### src/rtl/uart_pkg.sv
// ---------------------------------------------------------------------------
// uart_pkg: constants and types shared by the UART receive and transmit paths.
//   - rx_state_e    : receive FSM state encoding
//   - PRESCALE_*    : legal oversampling ratios
//   - PAR_EVEN/ODD  : parity-type select values
//   - rx_cfg_t      : per-frame configuration latched at the start bit
//   - eff_prescale  : maps an illegal prescale onto the 8x default
// ---------------------------------------------------------------------------
package uart_pkg;

   localparam int unsigned PRESCALE_W = 6;

   localparam logic [PRESCALE_W-1:0] PRESCALE_8  = 6'd8;
   localparam logic [PRESCALE_W-1:0] PRESCALE_16 = 6'd16;
   localparam logic [PRESCALE_W-1:0] PRESCALE_32 = 6'd32;

   localparam logic PAR_EVEN = 1'b0;
   localparam logic PAR_ODD  = 1'b1;

   typedef enum logic [2:0] {
      ST_IDLE   = 3'd0,
      ST_START  = 3'd1,
      ST_DATA   = 3'd2,
      ST_PARITY = 3'd3,
      ST_STOP   = 3'd4
   } rx_state_e;

   typedef struct packed {
      logic [PRESCALE_W-1:0] prescale;
      logic                  par_en;
      logic                  par_typ;
   } rx_cfg_t;

   localparam rx_cfg_t RX_CFG_RST = '{prescale: PRESCALE_8, par_en: 1'b0, par_typ: PAR_EVEN};

   // Anything other than 8/16/32 behaves as 8.
   function automatic logic [PRESCALE_W-1:0] eff_prescale(input logic [PRESCALE_W-1:0] p);
      case (p)
         PRESCALE_8, PRESCALE_16, PRESCALE_32: return p;
         default:                              return PRESCALE_8;
      endcase
   endfunction

endpackage

### src/rtl/uart_rx_sampler.sv
// ---------------------------------------------------------------------------
// uart_rx_sampler: per-bit edge counter and three-point majority sampler.
//   clk, rst           : UART clock, synchronous active-high reset
//   rx_i               : synchronized serial line
//   clr_i              : hold the edge counter at 0 (receiver idle)
//   prescale_i         : effective oversampling ratio P (8/16/32)
//   sample_valid_c_o   : edge P/2+2, majority bit is valid
//   bit_done_c_o       : edge P-1, last cycle of the bit period
//   bit_c_o            : majority of samples at edges P/2-1, P/2, P/2+1
// ---------------------------------------------------------------------------
module uart_rx_sampler
   import uart_pkg::*;
(
   input  logic                  clk,
   input  logic                  rst,
   input  logic                  rx_i,
   input  logic                  clr_i,
   input  logic [PRESCALE_W-1:0] prescale_i,
   output logic                  sample_valid_c_o,
   output logic                  bit_done_c_o,
   output logic                  bit_c_o
);

   logic [PRESCALE_W-1:0] edge_cnt_q, edge_cnt_d;
   logic [2:0]            smp_q, smp_d;
   logic [PRESCALE_W-1:0] half_c;

   // Edge counting and sample capture around mid-bit.
   always_comb begin
      half_c           = prescale_i >> 1;
      bit_done_c_o     = (edge_cnt_q == prescale_i - PRESCALE_W'(1));
      sample_valid_c_o = (edge_cnt_q == half_c + PRESCALE_W'(2));
      bit_c_o          = (smp_q[0] & smp_q[1]) | (smp_q[0] & smp_q[2]) | (smp_q[1] & smp_q[2]);

      smp_d = smp_q;
      if (edge_cnt_q == half_c - PRESCALE_W'(1)) smp_d[0] = rx_i;
      if (edge_cnt_q == half_c)                  smp_d[1] = rx_i;
      if (edge_cnt_q == half_c + PRESCALE_W'(1)) smp_d[2] = rx_i;

      if (clr_i || bit_done_c_o) edge_cnt_d = '0;
      else                       edge_cnt_d = edge_cnt_q + PRESCALE_W'(1);
   end

   always_ff @(posedge clk) begin
      if (rst) begin
         edge_cnt_q <= '0;
         smp_q      <= 3'b111;
      end else begin
         edge_cnt_q <= edge_cnt_d;
         smp_q      <= smp_d;
      end
   end

endmodule

### src/rtl/uart_rx.sv
// ---------------------------------------------------------------------------
// uart_rx: UART receiver (start, DATA_WIDTH bits LSB first, optional parity,
// stop) with oversampling and majority voting.
//   clk, rst   : UART oversampling clock, synchronous active-high reset
//   rx_in      : synchronized serial line, idles high
//   prescale   : oversampling ratio (8/16/32, others act as 8)
//   par_en     : parity bit present
//   par_typ    : 0 even, 1 odd
//   p_data     : last correctly received byte
//   data_valid : one-cycle strobe, p_data new
//   par_err    : one-cycle strobe, parity mismatch
//   stop_err   : one-cycle strobe, stop bit sampled 0
// ---------------------------------------------------------------------------
module uart_rx
   import uart_pkg::*;
#(
   parameter int unsigned DATA_WIDTH = 8
) (
   input  logic                  clk,
   input  logic                  rst,
   input  logic                  rx_in,
   input  logic [PRESCALE_W-1:0] prescale,
   input  logic                  par_en,
   input  logic                  par_typ,
   output logic [DATA_WIDTH-1:0] p_data,
   output logic                  data_valid,
   output logic                  par_err,
   output logic                  stop_err
);

   localparam int unsigned BIT_CNT_W = (DATA_WIDTH > 1) ? $clog2(DATA_WIDTH) : 1;

   rx_state_e             state_q, state_d;
   rx_cfg_t               cfg_q, cfg_d;
   logic [DATA_WIDTH-1:0] shift_q, shift_d;
   logic [BIT_CNT_W-1:0]  bit_cnt_q, bit_cnt_d;
   logic                  frame_perr_q, frame_perr_d;
   logic [DATA_WIDTH-1:0] p_data_q, p_data_d;
   logic                  data_valid_q, data_valid_d;
   logic                  par_err_q, par_err_d;
   logic                  stop_err_q, stop_err_d;

   logic clr_c;
   logic sample_valid_c, bit_done_c, bit_c;

   uart_rx_sampler u_sampler (
      .clk              (clk),
      .rst              (rst),
      .rx_i             (rx_in),
      .clr_i            (clr_c),
      .prescale_i       (cfg_q.prescale),
      .sample_valid_c_o (sample_valid_c),
      .bit_done_c_o     (bit_done_c),
      .bit_c_o          (bit_c)
   );

   // Next-state, shift register, parity check and strobe generation.
   always_comb begin
      state_d      = state_q;
      cfg_d        = cfg_q;
      shift_d      = shift_q;
      bit_cnt_d    = bit_cnt_q;
      frame_perr_d = frame_perr_q;
      p_data_d     = p_data_q;
      data_valid_d = 1'b0;
      par_err_d    = 1'b0;
      stop_err_d   = 1'b0;

      case (state_q)
         ST_IDLE: begin
            if (!rx_in) begin
               state_d      = ST_START;
               cfg_d        = '{prescale: eff_prescale(prescale), par_en: par_en, par_typ: par_typ};
               bit_cnt_d    = '0;
               frame_perr_d = 1'b0;
            end
         end
         ST_START: begin
            // A high majority means the low pulse was a glitch.
            if (bit_done_c) state_d = bit_c ? ST_IDLE : ST_DATA;
         end
         ST_DATA: begin
            if (sample_valid_c) shift_d = {bit_c, shift_q[DATA_WIDTH-1:1]};
            if (bit_done_c) begin
               if (bit_cnt_q == BIT_CNT_W'(DATA_WIDTH - 1)) begin
                  bit_cnt_d = '0;
                  state_d   = cfg_q.par_en ? ST_PARITY : ST_STOP;
               end else begin
                  bit_cnt_d = bit_cnt_q + BIT_CNT_W'(1);
               end
            end
         end
         ST_PARITY: begin
            if (sample_valid_c) frame_perr_d = bit_c ^ (^shift_q) ^ (cfg_q.par_typ == PAR_ODD);
            if (bit_done_c)     state_d      = ST_STOP;
         end
         ST_STOP: begin
            // Leave at mid-stop so a back-to-back start edge is not missed.
            if (sample_valid_c) begin
               state_d = ST_IDLE;
               if (!frame_perr_q && bit_c) begin
                  data_valid_d = 1'b1;
                  p_data_d     = shift_q;
               end else begin
                  par_err_d  = frame_perr_q;
                  stop_err_d = !bit_c;
               end
            end
         end
         default: state_d = ST_IDLE;
      endcase

      clr_c = (state_d == ST_IDLE);
   end

   always_ff @(posedge clk) begin
      if (rst) begin
         state_q      <= ST_IDLE;
         cfg_q        <= RX_CFG_RST;
         shift_q      <= '0;
         bit_cnt_q    <= '0;
         frame_perr_q <= 1'b0;
         p_data_q     <= '0;
         data_valid_q <= 1'b0;
         par_err_q    <= 1'b0;
         stop_err_q   <= 1'b0;
      end else begin
         state_q      <= state_d;
         cfg_q        <= cfg_d;
         shift_q      <= shift_d;
         bit_cnt_q    <= bit_cnt_d;
         frame_perr_q <= frame_perr_d;
         p_data_q     <= p_data_d;
         data_valid_q <= data_valid_d;
         par_err_q    <= par_err_d;
         stop_err_q   <= stop_err_d;
      end
   end

   assign p_data     = p_data_q;
   assign data_valid = data_valid_q;
   assign par_err    = par_err_q;
   assign stop_err   = stop_err_q;

endmodule

### config.mk
export PLATFORM = sky130hd
export DESIGN_NAME = uart_rx
export DESIGN_NICKNAME = d
export VERILOG_FILES = /design/src/rtl/uart_pkg.sv /design/src/rtl/uart_rx_sampler.sv /design/src/rtl/uart_rx.sv
export SDC_FILE = /design/constraint.sdc
export NUM_CORES = 1
export LEC_CHECK = 0
export CAP_MARGIN = 20
export CORE_MARGIN = 1
export CORE_UTILIZATION = 55
export CTS_CLUSTER_DIAMETER = 80
export DETAILED_ROUTE_END_ITERATION = 16
export PLACE_DENSITY_LB_ADDON = 0.15
export SLEW_MARGIN = 20
export SYNTH_ARGS = -nofsm -noshare
export SYNTH_HDL_FRONTEND = slang
export SYNTH_SLANG_ARGS = --single-unit
### constraint.sdc
create_clock -name clk -period 5.66 [get_ports clk]
set_input_delay 0.849 -clock clk [delete_from_list [all_inputs] [get_ports clk]]
set_output_delay 0.849 -clock clk [all_outputs]
set_load 0.005 [all_outputs]
==> impl_metrics.ini <==
[status]
run_status = finished, final reports clean

[timing]
max_freq_mhz = 348.5
finalMaxSlewViolations = 0
fin_crit_ns = 2.870
setup_viol_count_final = 0
max-slew-margin-rel_pct = 63.66
skew_ns = 0.003822
finalCritPeriodShare_pct = 50.70
setup_total_negative_slack_ns = 0
worstMarginPinSlew_ns = 0.5393
final_hold_viol_count = 0
grt_setup_unrepaired = false
setup_ws_ns = 2.790

[floorplan]
fp.dieArea_um2 = 4671
floorplan.rows = 23
floorplan.die.width_um = 68.35
core_area_um2 = 4115
die_height_um = 68.35
boundaryPins = 22
start_util_pct = 58.83

[synthesis]
synth_top_family_by_area = simple AND/OR/NAND/NOR gates
syn_avg_cell_area_um2 = 9.034
synth_fp_nets = 288
post_synth_fa_ha_maj_area_fraction_pct = 5.065
synth-async-reset-ratio_pct = 0
synth.most_common_cell = dfxtp_1
netlist-cell-type-count = 52
yosys_most_used_dff = dfxtp_1
cell_area_after_synthesis_um2 = 2421
synthDominantCellAreaShare_pct = 35.56
synth-seq-cells = 43
netlist_top_cells_count = dfxtp_1 (43), nor2_1 (25), mux2i_1 (16), nand2_1 (16), xnor2_1 (15)
synth-edff-count = 0
synth.area.mux_share_pct = 6.615
netlist_instances = 268
yosysWarningCount = 0
synthSimpleGateAreaFrac_pct = 20.10
synth.area.top_cells = dfxtp_1 (36%), mux2i_1 (6.6%), xnor2_1 (5.4%)
seq_area_frac_synth_pct = 35.56
synth.largest_area_cell = dfxtp_1
synthXorXnorAreaFrac_pct = 11.83
synth_compound_gate_area_share_pct = 15.81

[cts]
tritoncts = built
cts_setup_buffers = 0
worst_skew_pair.late_latency_ns = 0.30
total_of_hold_buffers_inserted_after_clock_tree_synthesis = 0
htreeDepth = 2
ctsResizeCount = 0
number_of_buffers_created_by_cts = 5
clock_sink_count = 43
clockBufferDepth = 2
clk_pin_slew_ns = 0.08
ctsRootBufferMaster = clkbuf_8

[detailed_routing]
drtAntennaViolNets = 0
vias_per_cell = 5.898
dr_total_vias = 1970
drcViolationCount = 0
post_drt_wl_per_cell_um = 15.67
final_wirelength_um = 5233
dr.first_iter.drc_count = 91
number_of_iterations_in_the_first_detailed_routing_pass = 4

[worst_setup_path]
worstSetupPathType = register to register
critical_path_arrival_ns = 3.05
r2r_end = u_sampler.edge_cnt_q[5]
cp_endpoint_kind = register
startpoint = cfg_q[4]
rr_worst_depth = 8
critPathMaxFanout = 11
worst_case_register_to_register_setup_slack_ns = 2.79
regToRegStartpoint = cfg_q[4]
worst_ep_required_time_ns = 5.84
critPathCapture = u_sampler.edge_cnt_q[5]
crit_path_start_kind = register

[pwr]
power_share_of_the_sequential_group_pct = 51.9
clkPwrFrac_pct = 39.7
share_comb_of_total_power_pct = 8.3
total_switching_power_mw = 0.1430
cellPowerDensity_nw_per_um2 = 219.6
switching_share_of_total_power_pct = 23.70
cell_internal_pwr_mw = 0.4606
total_leakage_power_nw = 1.097
finalPower_mw = 0.6036
irDropWorstVdd_mv = 0.1959

[place]
gp_routability_congestion = 0.9428
numPortBuffers = 21
pre_cts_slack_ns = 2.807
detailedPlacementHpwl_um = 3788

[final_layout]
p_r_area_growth_vs_syn_pct = 13.54
post_route_cells_drive_above_1_share_pct = 7.394
diodes = 0
finish.net_count = 303

[min_path]
timing.hold.worst.class = register to register
worst_hold_path.num_cells = 2

[global_routing]
grt_overflow = 0
initial_antenna_violation_count = 0
grt_pass1_wl_um = 8549
grt_max_degree = 40
grt_usage_pct = 25.35
vias_in_the_first_global_route = 1788

[run]
maxCapViolations = 0
## power groups by stage
stage	sequential [mW]	combinational, mW	clock [mW]
final	0.313	0.0504	0.240
after CTS	0.313	0.0503	0.244
after floorplan	0.316	0.0368	0
after global routing	0.314	0.0569	0.259
after detailed placement	0.320	0.0500	0
after global placement	0.320	0.0496	0
## per-stage QoR
stage                     cell area [µm²]  util, %  hold WS, ns  std cells
after floorplan                      2421        -       0.4417        268
final                                2749    66.80       0.4735        334
after global placement               2636    64.06       0.4570        326
after CTS                            2749    66.80       0.4751        334
after detailed placement             2636    64.06       0.4636        326
after global routing                 2749    66.80       0.4918        334
## worst max-delay path, stage by stage (launching register included)
cell and delay (ns):
dfxtp_1 0.38, inv_1 0.16, ha_1 0.24, nor3b_4 0.25
nand3_1 0.15, a2111oi_4 0.52, and2_1 0.41, a21oi_1 0.24
a2111oi_0 0.39
## state kept, by name (all words and copies together) (netlist names), 3 cells and up
register and flops:
cfg_q 8, p_data 8, shift_q 8, u_sampler.edge_cnt_q 6, bit_cnt_q 3, state_q 3, u_sampler.smp_q 3
## layout by cell type (no fill, tap or decap), types with 2 or more instances in the layout
cell,Yosys,layout
xor2_1,14,14
xnor2_1,15,15
nor3_1,5,5
ha_1,9,9
o21ai_0,8,8
nor2_1,25,25
inv_1,13,13
and4b_1,2,2
and3_1,4,4
buf_4,0,2
clkbuf_8,0,5
a21oi_1,14,14
o21a_1,2,2
nand2_1,16,16
or4_1,2,2
nand2b_1,4,4
o211ai_1,8,8
mux2i_1,16,16
nor4_1,4,4
nand3_1,7,7
dfxtp_1,43,43
nor2b_1,3,3
clkdlybuf4s50_1,0,21
nor4b_1,2,2
a31oi_1,2,2
o311ai_0,4,4
a2111oi_0,6,6
## kinds of logic after synthesis
family                   Yosys count
AO/OA/AOI/OAI                     53
XOR/XNOR                          31
adder cells (fa/ha/maj)           10
buffers and inverters             28
flip-flops                        43
multiplexers                      16
AND/OR/NAND/NOR                   87
## layer usage
layer	GRT usage [%]	vias up	share of wire [%]
li1	-	986	-
met2	42.40	35	49
met4	10.42	0	1.1
met1	31.58	943	47
met5	0	-	0
met3	4.833	6	3.2
## area by class of cell
type | count | area, µm²
Multi-Input combinational cell | 197 | 1439
Inverter | 13 | 48.80
Clock buffer | 5 | 68.82
Sequential cell | 43 | 860.8
Clock inverter | 3 | 43.79
Fill cell | 350 | 1366
Timing Repair Buffer | 23 | 225.2
Tap cell | 50 | 62.56
## how the worst min path moves through the flow
stage,from,to
floorplan,cfg_q[1],cfg_q[1]
global placement,cfg_q[1],cfg_q[1]
detailed placement,cfg_q[0],cfg_q[0]
CTS,cfg_q[0],cfg_q[0]
global route,cfg_q[0],cfg_q[0]
finish,cfg_q[0],cfg_q[0]
(Power assumes the default switching activity.)
